**config.mk**
```make
export PLATFORM = sky130hd
export DESIGN_NAME = alu_seq
export DESIGN_NICKNAME = d
export VERILOG_FILES = /design/src/rtl/alu_seq.sv
export SDC_FILE = /design/constraint.sdc
export NUM_CORES = 1
export LEC_CHECK = 0
export ABC_AREA = 1
export BUFFER_PORTS_ARGS = -buffer_cell sky130_fd_sc_hd__buf_2
export CORE_MARGIN = 10
export CORE_UTILIZATION = 64
export DETAILED_ROUTE_END_ITERATION = 16
export PLACE_DENSITY = 0.84
export SLEW_MARGIN = 20
export SYNTH_ARGS = -nofsm -noshare
export SYNTH_HDL_FRONTEND = slang
export SYNTH_SLANG_ARGS = --single-unit
```
**constraint.sdc**
```tcl
create_clock -name clk -period 5.02 [get_ports clk]
set_input_delay 1.004 -clock clk [delete_from_list [all_inputs] [get_ports clk]]
set_output_delay 1.004 -clock clk [all_outputs]
set_load 0.03 [all_outputs]
```
**src/rtl/alu_seq.sv**
```systemverilog
// Registered ALU with valid/ready handshakes: single-cycle arithmetic/logic/shift ops
// and an iterative shift-add multiply. Only one operation is in flight at a time.
module alu_seq #(
  parameter int WIDTH = 8,
  parameter int SHW   = $clog2(WIDTH)
) (
  input  logic             clk,
  input  logic             rst,
  input  logic             in_valid,
  output logic             in_ready,
  input  logic [2:0]       mode,
  input  logic [WIDTH-1:0] reg1,
  input  logic [WIDTH-1:0] reg2,
  output logic             out_valid,
  input  logic             out_ready,
  output logic [WIDTH-1:0] out,
  output logic             flag_z,
  output logic             flag_c,
  output logic             flag_n,
  output logic             flag_v
);

  localparam logic [2:0] OpAdd = 3'd0;
  localparam logic [2:0] OpSub = 3'd1;
  localparam logic [2:0] OpAnd = 3'd2;
  localparam logic [2:0] OpOr  = 3'd3;
  localparam logic [2:0] OpNot = 3'd4;
  localparam logic [2:0] OpXor = 3'd5;
  localparam logic [2:0] OpShl = 3'd6;
  localparam logic [2:0] OpMul = 3'd7;

  localparam logic [SHW-1:0] CntLast = SHW'(WIDTH - 1);

  typedef enum logic {IDLE = 1'b0, MUL = 1'b1} state_t;

  // Z and N are derived from val when the result is registered
  typedef struct packed {
    logic [WIDTH-1:0] val;
    logic             c;
    logic             v;
  } result_t;

  state_t  state, stateNext;
  logic    accept, retire, mulLast, resultLand;
  result_t aluRes, mulRes, landRes;

  logic [WIDTH:0] sum, diff;
  logic [2*WIDTH-1:0] mulAcc, mulCand, mulAccNext;
  logic [WIDTH-1:0]   mulPlier;
  logic [SHW-1:0]     mulCnt;

  // ---------------------------------------------------------------------------
  // Single-cycle datapath
  // ---------------------------------------------------------------------------
  assign sum  = {1'b0, reg1} + {1'b0, reg2};
  assign diff = {1'b0, reg1} - {1'b0, reg2};

  // Log-stage barrel shift on W+1 bits; bit W of the last stage is the final
  // bit pushed out of the result, i.e. A[W-s], and stays 0 for s=0.
  logic [SHW:0][WIDTH:0] shStage;
  assign shStage[0] = {1'b0, reg1};
  for (genvar k = 0; k < SHW; k++) begin : gShift
    assign shStage[k+1] = reg2[k] ? (shStage[k] << (2**k)) : shStage[k];
  end

  always_comb begin
    aluRes = '0;
    case (mode)
      OpAdd: begin
        aluRes.val = sum[WIDTH-1:0];
        aluRes.c   = sum[WIDTH];
        aluRes.v   = (reg1[WIDTH-1] == reg2[WIDTH-1]) && (sum[WIDTH-1] != reg1[WIDTH-1]);
      end
      OpSub: begin
        aluRes.val = diff[WIDTH-1:0];
        aluRes.c   = diff[WIDTH];
        aluRes.v   = (reg1[WIDTH-1] != reg2[WIDTH-1]) && (diff[WIDTH-1] != reg1[WIDTH-1]);
      end
      OpAnd:   aluRes.val = reg1 & reg2;
      OpOr:    aluRes.val = reg1 | reg2;
      OpNot:   aluRes.val = ~reg1;
      OpXor:   aluRes.val = reg1 ^ reg2;
      OpShl: begin
        aluRes.val = shStage[SHW][WIDTH-1:0];
        aluRes.c   = shStage[SHW][WIDTH];
      end
      default: aluRes = '0;
    endcase
  end

  // ---------------------------------------------------------------------------
  // Iterative multiply: one multiplier bit per cycle, WIDTH cycles
  // ---------------------------------------------------------------------------
  assign mulAccNext = mulAcc + (mulPlier[0] ? mulCand : '0);
  assign mulLast    = (state == MUL) && (mulCnt == CntLast);

  always_comb begin
    mulRes     = '0;
    mulRes.val = mulAccNext[WIDTH-1:0];
    mulRes.c   = |mulAccNext[2*WIDTH-1:WIDTH];
  end

  always_ff @(posedge clk) begin
    if (rst) begin
      mulAcc   <= '0;
      mulCand  <= '0;
      mulPlier <= '0;
      mulCnt   <= '0;
    end else if (accept) begin
      mulAcc   <= '0;
      mulCand  <= {{WIDTH{1'b0}}, reg1};
      mulPlier <= reg2;
      mulCnt   <= '0;
    end else if (state == MUL) begin
      mulAcc   <= mulAccNext;
      mulCand  <= mulCand << 1;
      mulPlier <= mulPlier >> 1;
      mulCnt   <= mulCnt + 1'b1;
    end
  end

  // ---------------------------------------------------------------------------
  // Control FSM
  // ---------------------------------------------------------------------------
  always_ff @(posedge clk) begin
    if (rst) state <= IDLE;
    else     state <= stateNext;
  end

  always_comb begin
    stateNext = state;
    case (state)
      IDLE:    if (accept && mode == OpMul) stateNext = MUL;
      MUL:     if (mulLast) stateNext = IDLE;
      default: stateNext = IDLE;
    endcase
  end

  always_comb begin
    in_ready = !rst && (state == IDLE) && (!out_valid || out_ready);
  end

  assign accept     = in_valid && in_ready;
  assign retire     = out_valid && out_ready;
  assign resultLand = (accept && mode != OpMul) || mulLast;
  assign landRes    = mulLast ? mulRes : aluRes;

  // ---------------------------------------------------------------------------
  // Result register: held until retired, a new result may land on the retire edge
  // ---------------------------------------------------------------------------
  always_ff @(posedge clk) begin
    if (rst) begin
      out       <= '0;
      flag_z    <= 1'b0;
      flag_c    <= 1'b0;
      flag_n    <= 1'b0;
      flag_v    <= 1'b0;
      out_valid <= 1'b0;
    end else if (resultLand) begin
      out       <= landRes.val;
      flag_z    <= (landRes.val == '0);
      flag_c    <= landRes.c;
      flag_n    <= landRes.val[WIDTH-1];
      flag_v    <= landRes.v;
      out_valid <= 1'b1;
    end else if (retire) begin
      out_valid <= 1'b0;
    end
  end

endmodule

```
---- Yosys cells after proc, flatten, opt, wreduce, memory -nomap -nowiden ----
Index checks and enable logic that the tools add are counted.
operators by class
  $add $sub $neg .......................... 4
  equal/unequal tests ..................... 13
  muxes and demuxes ....................... 17
  bitwise gates (word level) .............. 5
  reductions and logical operators ........ 19
operator list
  operator             count
  $pmux 8 s7           1
  $mux 8               4
  $mux 9               3
  $add 16x16->16       1
  $mux 16              1
  $eq 3x3->1 const B   5
  $mux 10              1
  $add 8x8->9          1
  $logic_and 1x1->1    9
  $sub 8x8->9          1
  $and 8x8->8          1
  $logic_not 8->1      1
  $not 8->8            1
  $or 8x8->8           1
  $reduce_or 8->1      1
  $xor 8x8->8          1
  $eq 3x2->1 const B   2
  $mux 1               4
  $pmux 1 s2           2
  $reduce_bool 2->1    2
  $add 3x1->3 const B  1
  $eq 3x1->1 const B   1
  $logic_not 3->1      1
  $ne 1x1->1           3
  7 further kinds      9
storage, ports and cells
  register bits after elaboration ......... 57
  input port bits ......................... 23
  output and inout bits ................... 14
  logic and storage cells ................. 70

---- Logic depth before layout (Yosys ltp) ----
Gate-level depths: netlist (run 1).
  depth in word-level cells ............... 7
  mapped depth ............................ 19

---- Least setup slack after synthesis (run 1) ----
Ideal clock, no wire load.
  kind .................................... input to register
  start point ............................. in reg2[1]
  end point ............................... reg out[7]
  setup time .............................. 116 ps
  arrival time ............................ 2546 ps
  path slack .............................. 2358 ps
  stages .................................. 16
  cells stage by stage .................... buf_2 inv_2 buf_4 ha_1 nor2_1 nand2_1 nand2_1 nand2_1 nand2_1 nand2_1 nand3_1 nand3_1 a21oi_1 nand2_1 o211ai_1 inv_1
between the ends
  cells in the longest elaborated chain, start to end .. 4
  elaborated cells between the ends (all ways) .. 6
  those cells by class .................... 2 x add/sub; 4 x mux
ends and longest elaborated chain
  element                                                              line  RTL
  start, declared                                                      13    input logic [WIDTH-1:0] reg2,
  parallel branches: the longest is 2 deep, another holds $sub 8x8->9  --
  $pmux 8 s7 (*)                                                       68    case (mode)
  $mux 10 (*)                                                          146   assign landRes = mulLast ? mulRes : aluRes;
  end signal, assigned                                                 160   out <= landRes.val;
  end, declared                                                        16    output logic [WIDTH-1:0] out,
Every way passes the cells marked *.
A chain may end at the register's enable or synchronous reset.

---- Worst setup path in the final report (run 1) ----
  start point ............................. in reg2[2]
  end point ............................... reg out[7]
between the ends
  cells in the longest elaborated chain, start to end .. 3
  elaborated cells between the ends (all ways) .. 5
  those cells by class .................... 2 x add/sub; 3 x mux
ends and longest elaborated chain
  element                                    line  RTL
  $sub 8x8->9, or another cell as far along  56    assign diff = {1'b0, reg1} - {1'b0, reg2};
  $pmux 8 s7 (*)                             68
  $mux 10 (*)                                146
Every way passes the cells marked *; elsewhere a longest branch is shown, timed or not.

==> results.cfg, run 1 <==
[run_status]
status = complete, no violations

[grt]
grt_use_total_pct = 26.7
grt_pass1_vias = 5044
grt_use_met3_pct = 7.37
grt.overflow.total = 0
grt_use_met2_pct = 41.3
grt_pass1_wl_um = 25200
grt_start_max_net_pins = 57
use_met1_pct = 36.5
antenna_found_initial = 0
grt.busiest_layer = met2

[placed_design]
gp_congestion = 0.987
dpl_cell_area_sq_mm = 0.00497
dp_hpwl_um = 12000
io_buffer_count = 36

[die]
core_sq_mm = 0.00729
die_h_um = 107
num_rows = 31
dieArea_sq_mm = 0.0114
die_width_um = 107
io_pins = 37
initial_core_util_pct = 66.0

[clock_network]
cts_tree = built
cts_buffers = 5
cts_resized = 0
cts_num_sinks = 56
insertion_delay_ns = 0.32
clock_path_buffers = 2
cts_setup_buffers = 0
root_buffer = clkbuf_8
cts_hold_buffers = 0
clk_pin_slew_ns = 0.11
htreeDepth = 2

[critical_path]
slowest_stage = ha_1
path_cells = buf_2, inv_1, ha_1, inv_1, a21oi_1, nand2_1, nand2_1, nand3_1, nand3_1, nand3_1, a21oi_1, nand2_1, o211ai_1, inv_1
crit_start = reg2[2]
rr_endpoint = flag_z
end_kind = flop
cp_data_arrival_time_ns = 3.25
critPathKind = primary input to flop
cp-start-kind = primary input
critPathMaxFanout = 10
crit_end = out[7]
timing.reg2reg.setup_slack_ns = 2.01
reg2reg_depth = 9
crit_required_ns = 5.24
timing.rr.start = state
cpPeakStageDelay_ns = 0.50

[synthesis]
synthArstFlopShare_pct = 0
yosys-top-cells-count = 255 x nand2_1, 106 x inv_1, 69 x nand3_1, 66 x nor2_1, 56 x dfxtp_1
synth_top_area_share_pct = 23.3
synth_edf_count = 0
ys_seq_elements = 56
ys_types = 37
yosysSeqAreaShare_pct = 23.3
synth.top_cells.by_area = dfxtp_1 23%, nand2_1 20%, ha_1 11%, inv_1 8.3%, nand3_1 7.2%
syn_area_per_cell_sq_um = 6.08
synth_most_common_cell = nand2_1
syn_inst = 791
synth.largest_area_cell = dfxtp_1
yosys_warnings = 0
synthFlopType = dfxtp_1
synth_area_sq_mm = 0.00481
syn_nets = 859

[timing]
grt_setup_unrepaired = no
finalCritPeriodShare_pct = 60.4
slew_headroom_pct = 28.1
max_freq_ghz = 0.330
period_minus_slack_ns = 3.03
tns_ns = 0
max_slew.worst_pin.slew_ns = 1.08
final_hold_viol_count = 0
maxSlewViolCount = 0
setup-violations-final = 0
fin_skew_ns = 0.0133

[layout]
diodes = 0
fillers = 676
multi_input_area_sq_mm = 0.00311
area_growth_pct = 5.12
seq_area_sq_mm = 0.00112
final_cell_area_sq_mm = 0.00506
fin_util_pct = 69.4
drive_gt1_share_pct = 7.09
finalNetCount = 871

[detailed_routing]
via_per_inst = 6.04
wirelength_um = 15500
drc = 0
vias = 5457
dr.pass1.iters = 5
drt-initial-drc-count = 507
wl_per_cell_um = 17.2
postRouteAntennaNets = 0

[pwr]
ir_worst_vdd_mv = 0.174
power_density_mw_per_mm2 = 196
leakagePower_uw = 0.00274

[flow_run]
drv_cap = 0

[min_path]
hp-class = flop to flop
-- power breakdown --
group          leakage, uW  internal [uW]  switching [uW]
combinational      0.00224           75.6             189
sequential        0.000455            458            13.2
clock            0.0000485            100             155
total              0.00274            634             357
-- logic make-up (layout without fill, tap and decap cells) --
logic type / Yosys count / in the layout / share of synthesized area (%)
AOI/OAI and AO/OA: 110 / 110 / 13.6
xor gates and xnor gates: 12 / 12 / 2.18
adders and majority gates: 45 / 45 / 12.2
buffers and inverters: 146 / 159 / 12.1
DFF: 56 / 56 / 23.3
muxes: 1 / 1 / 0.208
and+or+nand+nor: 421 / 421 / 36.5
-- cell type report --
type                            instances  area share, %
Clock inverter                          3          0.445
Inverter                              115           8.54
Tap cell                               99           2.45
Multi-Input combinational cell        589           61.5
Sequential cell                        56           22.2
Clock buffer                            5           1.36
Timing Repair Buffer                   36           3.56
-- critical path: cells and delay by family --
kind            cells  cell delay (ns)
compound gates      3             0.63
simple gates        6             0.59
buf+inv             4             0.52
fa+ha+maj           1             0.50
-- worst min-delay path by stage --
stage | slack (ns) | start | cells past startpoint | end
global route | 0.50 | mulPlier[7] | 2 | mulPlier[7]
floorplan | 0.44 | mulPlier[7] | 2 | mulPlier[7]
global placement | 0.45 | mulPlier[7] | 2 | mulPlier[7]
CTS | 0.47 | mulPlier[7] | 2 | mulPlier[7]
detailed placement | 0.46 | flag_v | 2 | flag_v
finish | 0.48 | flag_v | 2 | flag_v
-- flip-flops by register name, indices dropped and copies added (netlist names) --
register and flops:
flag_c 1, state 1, mulCand 16, flag_v 1, flag_z 1, out_valid 1
out 8, mulPlier 8, mulAcc 16, mulCnt 3
-- per-layer routing --
| layer | up-vias | routed length [um] |
|---|---|---|
| li1 | 2578 | - |
| met1 | 2508 | 6580 |
| met2 | 342 | 6730 |
| met3 | 29 | 2010 |
| met4 | 0 | 216 |
| met5 | - | 0 |
-- through the flow --
| stage | hold slack [ns] | power [uW] | cells | setup WS, ns |
|---|---|---|---|---|
| global route | 0.503 | 1030 | 903 | 1.73 |
| CTS | 0.475 | 978 | 903 | 2.08 |
| finish | 0.480 | 991 | 903 | 1.99 |
| global placement | 0.450 | 732 | 895 | 1.81 |
| detailed placement | 0.460 | 735 | 895 | 1.76 |
| floorplan | 0.440 | 656 | 791 | 2.36 |
-- layout by cell type, fill, tap and decap left out, types with 2 or more instances in the layout --
master	netlist	layout
nand2_1	255	255
inv_1	106	106
nand3_1	69	69
nor2_1	66	66
dfxtp_1	56	55
a21oi_1	45	45
ha_1	42	42
buf_2	12	36
o21ai_0	25	25
nand4_1	18	18
a31oi_1	13	13
o2111ai_1	11	11
inv_2	7	7
xor2_1	7	7
o211ai_1	7	7
xnor2_1	5	5
clkbuf_8	0	5
nor3_1	3	3
fa_1	3	3
clkinv_1	2	2
nand3_2	2	2
and3_1	2	2
a21o_1	2	2
o21bai_1	2	2
nand3b_1	2	2
Power figures use the tool's default switching activity.
==> inputs of run 2 (changes only) <==
- CORE_UTILIZATION: 64 -> 62
- PLACE_DENSITY: 0.84 -> 0.82
- clock period: 5.02 -> 2.92 ns (I/O delays scaled with it)
==> run 2 against run 1 <==
  * Clock skew decreased by 0.0050 ns
  * Via count fell by 3.6%
  * Clock-buffer cell count unchanged
  * Final cell count rose by 1.0%
  * Sequential share of layout area down 0.19 points
  * Critical path depth did not move
  * Non-clock buffer count up 6
  * Register-to-register slack worse by 1.6 ns
  * Worst setup slack got worse by 1.6 ns
  * Total power rose by 70%
  * Sequential power is 71% higher
  * Global-route usage down 1.8 points
  * Largest cell class unchanged
==> results.cfg, run 2 (synthesized netlist as in run 1, its figures left out) <==
[detailed_routing]
wl_per_cell_um = 16.0
postRouteAntennaNets = 0
drc = 0
drt-initial-drc-count = 592
via_per_inst = 5.77
dr.pass1.iters = 6
wirelength_um = 14600
vias = 5261

[critical_path]
end_kind = flop
cp_data_arrival_time_ns = 2.77
critPathMaxFanout = 10
crit_required_ns = 3.13
critPathKind = primary input to flop
cp-start-kind = primary input

[timing]
slew_headroom_pct = 63.3
finalCritPeriodShare_pct = 87.6
fin_hold_ws_ns = 0.471
tns_ns = 0
period_minus_slack_ns = 2.56
grt_setup_unrepaired = no
post-route-worst-setup-slack_ns = 0.361
maxSlewViolCount = 0
max_freq_ghz = 0.391
final_hold_viol_count = 0
fin_skew_ns = 0.00823
max_slew.worst_pin.slew_ns = 0.550
setup-violations-final = 0

[grt]
grt_use_total_pct = 24.9
grt_pass1_wl_um = 23800
grt_start_max_net_pins = 50
grt.overflow.total = 0
antenna_found_initial = 0
grt_pass1_vias = 4820

[placed_design]
dp_hpwl_um = 11600
gp_congestion = 1.00
dp_slack_ns = 0.0887
dpl_cell_area_sq_mm = 0.00501
io_buffer_count = 36

[clock_network]
cts_setup_buffers = 0
insertion_delay_ns = 0.31
root_buffer = clkbuf_8
cts_num_sinks = 56
clock_path_buffers = 2
clk_pin_slew_ns = 0.10
htreeDepth = 2
cts_buffers = 5
cts_tree = built

[layout]
fillers = 721
drive_gt1_share_pct = 7.90
final_cell_area_sq_mm = 0.00511
final_cell_mix = 255 x nand2_1, 106 x inv_1, 69 x nand3_1, 66 x nor2_1, 54 x dfxtp_1
diodes = 0
fin_util_pct = 66.8
top_regs = mulAcc x16, mulCand x16
seq_area_sq_mm = 0.00112
multi_input_area_sq_mm = 0.00311
layout_commonest_cell = nand2_1
finalNetCount = 877
area_growth_pct = 6.14

[die]
io_pins = 37
dieArea_sq_mm = 0.0117
initial_core_util_pct = 62.9
die_width_um = 108
core_sq_mm = 0.00765
num_rows = 32
die_h_um = 108

[pwr]
power_density_mw_per_mm2 = 330
ir_worst_vdd_mv = 0.275
leakagePower_uw = 0.00277

[flow_run]
drv_cap = 0

[run_status]
status = complete, no violations

[min_path]
hp-class = flop to flop
run 2: cell count changes in the layout (fill, tap and decap cells not counted):
cell        before  now
clkinvlp_4       0    1
dfxtp_2          1    2
dfxtp_1         55   54
clkinv_4         1    0
buf_4            0    6
run 2: cell type report:
class / instances / area share (%)
Clock buffer: 5 / 1.35
Sequential cell: 56 / 22.0
Multi-Input combinational cell: 589 / 60.9
Tap cell: 102 / 2.50
Inverter: 115 / 8.45
Timing Repair Buffer: 42 / 4.41
Clock inverter: 3 / 0.417
run 2: per-stage QoR:
step / total power, uW / std cells
5_1_grt: 1770 / 912
3_3_place_gp: 1250 / 904
3_5_place_dp: 1260 / 904
4_1_cts: 1680 / 912
2_1_floorplan: 1130 / 791
6_report: 1680 / 912
run 2: path summary, 6_finish.rpt:
check              start          end  slack (ns)  cells after the start
min          mulPlier[7]  mulPlier[7]        0.47                      2
min reg2reg  mulPlier[7]  mulPlier[7]        0.47                      2
max              reg2[2]       out[7]        0.36                     14
max reg2reg  mulPlier[0]       out[6]        0.40                     13
run 2: timing repair:
| action | 4_1_cts | 5_1_grt |
|---|---|---|
| endpoints found under the setup margin | 0 | 1 |
| resized for setup | 0 | 1 |
| hold buffers | 0 | 0 |
run 2: power by group:
group | total, uW | internal [uW] | switching, uW
sequential | 806 | 788 | 18.7
combinational | 447 | 135 | 312
clock | 430 | 171 | 259
run 2: layer usage:
metal  share of wire [%]  vias up  track usage [%]
met2                  43      268             38.6
met1                  46     2379             34.7
li1                    -     2587                -
met4                 2.0        0             6.87
met5                   0        -                0
met3                 8.8       27             3.99
run 2: worst max-delay path: stages:
cell and delay [ns]:
buf_2 0.13, inv_1 0.15, ha_1 0.49, inv_1 0.15, a21oi_1 0.19, nand2_1 0.14, nand2_1 0.11, nand3_1 0.08
nand3_1 0.10, nand3_1 0.10, a21oi_1 0.25, nand2_1 0.10, o211ai_1 0.12, inv_1 0.07
==> inputs of run 3 (changes only) <==
- ABC_AREA: 1 -> default
- CORE_UTILIZATION: 62 -> 61
- PLACE_DENSITY: 0.82 -> 0.81
==> run 3 against run 2 <==
  * Worst hold slack barely moved
  * Clock power rose by 8.6%
  * Cell area grew 3.1%
  * Global-route usage decreased by 1.7 points
  * Combinational power is 4.5% higher
  * Maximum frequency fell by 11%
  * Worst setup slack got worse by 0.32 ns
  * Clock skew grew 0.0029 ns
  * Critical path type is now flop to flop
==> results.cfg, run 3 <==
[timing]
grt_setup_unrepaired = yes
finalCritPeriodShare_pct = 98.5
period_minus_slack_ns = 2.88
max_slew.worst_pin.slew_ns = 0.673
tns_ns = 0
maxSlewViolCount = 0
fin_hold_ws_ns = 0.471
setup-violations-final = 0
fin_skew_ns = 0.0111
slew_headroom_pct = 54.9
max_freq_ghz = 0.348
final_hold_viol_count = 0

[detailed_routing]
drt-initial-drc-count = 201
wl_per_cell_um = 17.8
via_per_inst = 6.05
postRouteAntennaNets = 0
vias = 4458
dr.pass1.iters = 6
drc = 0
wirelength_um = 13100

[synthesis]
synth_compound_area_share_pct = 24.4
synth_top_area_share_pct = 25.1
ys_types = 62
yosysSeqAreaShare_pct = 25.1
yosys_warnings = 0
synthArstFlopShare_pct = 0
synthFlopType = dfxtp_1
synth_most_common_cell = nor2_1
syn_nets = 634
yosys.area_share.adder_pct = 13.1
synth_edf_count = 0
synth.top_cells.by_area = dfxtp_1 25%, ha_1 12%, mux2i_1 8.7%, nor2_1 6.1%, nand2_1 3.9%
ys_seq_elements = 56
synth_area_sq_mm = 0.00447
syn_area_per_cell_sq_um = 7.90
synth-simple-area-share_pct = 20.3
syn_inst = 566
yosys-top-cells-count = 73 x nor2_1, 56 x dfxtp_1, 46 x nand2_1, 42 x ha_1, 39 x mux2i_1
synth_top_family_by_area = compound AO/OA/AOI/OAI gates
synth.largest_area_cell = dfxtp_1
synthMuxAreaShare_pct = 9.07
synth-xor-area-share_pct = 2.74

[critical_path]
crit_required_ns = 3.18
cp_top_family = simple AND/OR/NAND/NOR gates
cpPeakStageDelay_ns = 0.39
critPathKind = flop to flop
slowest_stage = dfxtp_4
crit_start = mulPlier[0]
critPathBufInv = 1
cp_data_arrival_time_ns = 3.13
path_cells = buf_6, and2_1, ha_2, and2_1, a221oi_2, a21boi_1, o21ai_1, nor3b_2, o31ai_2, or3_1, o31ai_2
cp-start-kind = flop
path_depth = 11
rr_endpoint = flag_z
timing.rr.start = mulPlier[0]
reg2reg_depth = 11
critPathMaxFanout = 13
timing.reg2reg.setup_slack_ns = 0.04
crit_end = flag_z
end_kind = flop

[clock_network]
root_buffer = clkbuf_8
clock_path_buffers = 2
htreeDepth = 2
cts_buffers = 5
cts_num_sinks = 56
insertion_delay_ns = 0.33
clk_pin_slew_ns = 0.12
cts_tree = built

[placed_design]
dp_hpwl_um = 9970
io_buffer_count = 36
gp_congestion = 0.938

[layout]
finalNetCount = 705
layout_commonest_cell = nor2_1
seq_area_sq_mm = 0.00113
area_growth_pct = 17.7
final_cell_mix = 73 x nor2_1, 58 x buf_4, 54 x dfxtp_1, 46 x nand2_1
top_regs = mulAcc x16, mulCand x16
diodes = 0
drive_gt1_share_pct = 19.7
multi_input_area_sq_mm = 0.00319
fillers = 577

[grt]
grt_pass1_wl_um = 21700
grt_pass1_vias = 4394
antenna_found_initial = 0
grt.overflow.total = 0
grt_use_total_pct = 23.1
grt_start_max_net_pins = 32

[die]
die_h_um = 106
io_pins = 37
num_rows = 31
initial_core_util_pct = 62.3
die_width_um = 106
dieArea_sq_mm = 0.0112
core_sq_mm = 0.00718

[pwr]
finalPower_uw = 1740
leakagePower_uw = 0.00232
ir_worst_vdd_mv = 0.345
power_density_mw_per_mm2 = 330

[min_path]
hp-class = flop to flop

[flow_run]
drv_cap = 0

[run_status]
status = complete, no violations
## run 3: cell count changes after synthesis, moves of 8 or more
cell,before,now
mux2i_1,1,39
a21oi_1,45,34
a211oi_1,0,20
a21o_1,2,10
and2_1,0,20
nor3_1,3,15
inv_1,106,26
nand3_1,69,8
nand2_1,255,46
nand4_1,18,2
o2111ai_1,11,0
## run 3: stage by stage
step           instances  utilization (%)  worst slack (ns)  instance area, sq um
2_1_floorplan        566                -            0.0205                  4470
3_3_place_gp         723             70.2            -0.138                  5040
3_5_place_dp         723             70.2            -0.243                  5040
4_1_cts              733             72.4           0.00823                  5190
5_1_grt              737             73.4           -0.0851                  5260
6_report             737             73.4            0.0440                  5260
## run 3: layer usage
metal	up-vias	track usage (%)	routed length, um
met3	28	3.96	814
met2	161	40.1	6460
met1	2099	28.7	5520
li1	2170	-	-
met4	0	6.48	311
met5	-	0	0
## run 3: area by class of cell
cell class | count | area share (%)
clock buffer | 5 | 1.31
clock inverter | 3 | 0.523
inverter | 27 | 1.93
multi-input combinational | 452 | 60.6
sequential | 56 | 21.4
tap | 99 | 2.35
timing repair buffer | 95 | 11.9
## run 3: repair_timing
action                                  in CTS  in global routing
endpoints found under the setup margin       4                  8
pin swaps                                    5                  6
buffers inserted                             2                  4
hold buffers                                 0                  0
endpoints found under the hold margin        0                  0
gates cloned                                 0                  0
gates resized for setup                      9                 13
## run 3: cells by family (layout without fill, tap and decap cells)
logic type	Yosys count	count (layout)
adders and majority gates	45	45
buffers and inverters	58	130
and+or+nand+nor	195	195
AOI/OAI and AO/OA	158	158
muxes	40	40
xor gates and xnor gates	14	14
DFF	56	56
## run 3: worst min-delay path by stage
stage                startpoint          end  slack (ns)  cells after the start
CTS                      out[2]       out[2]        0.47                      2
global placement         out[5]       out[5]        0.44                      2
floorplan           mulPlier[4]  mulPlier[4]        0.44                      2
finish                   out[2]       out[2]        0.47                      2
global route             out[2]       out[2]        0.49                      2
detailed placement       out[2]       out[2]        0.45                      2
## run 3: worst reg2reg max path, stage by stage (launching register included)
cell,delay [ns]
dfxtp_4,0.39
buf_6,0.15
and2_1,0.15
ha_2,0.30
and2_1,0.18
a221oi_2,0.35
a21boi_1,0.11
o21ai_1,0.24
nor3b_2,0.28
o31ai_2,0.11
or3_1,0.38
o31ai_2,0.16
## run 3: power by group
part / switching, uW / internal (uW)
Combinational: 275 / 192
Clock: 290 / 177
Sequential: 17.2 / 787
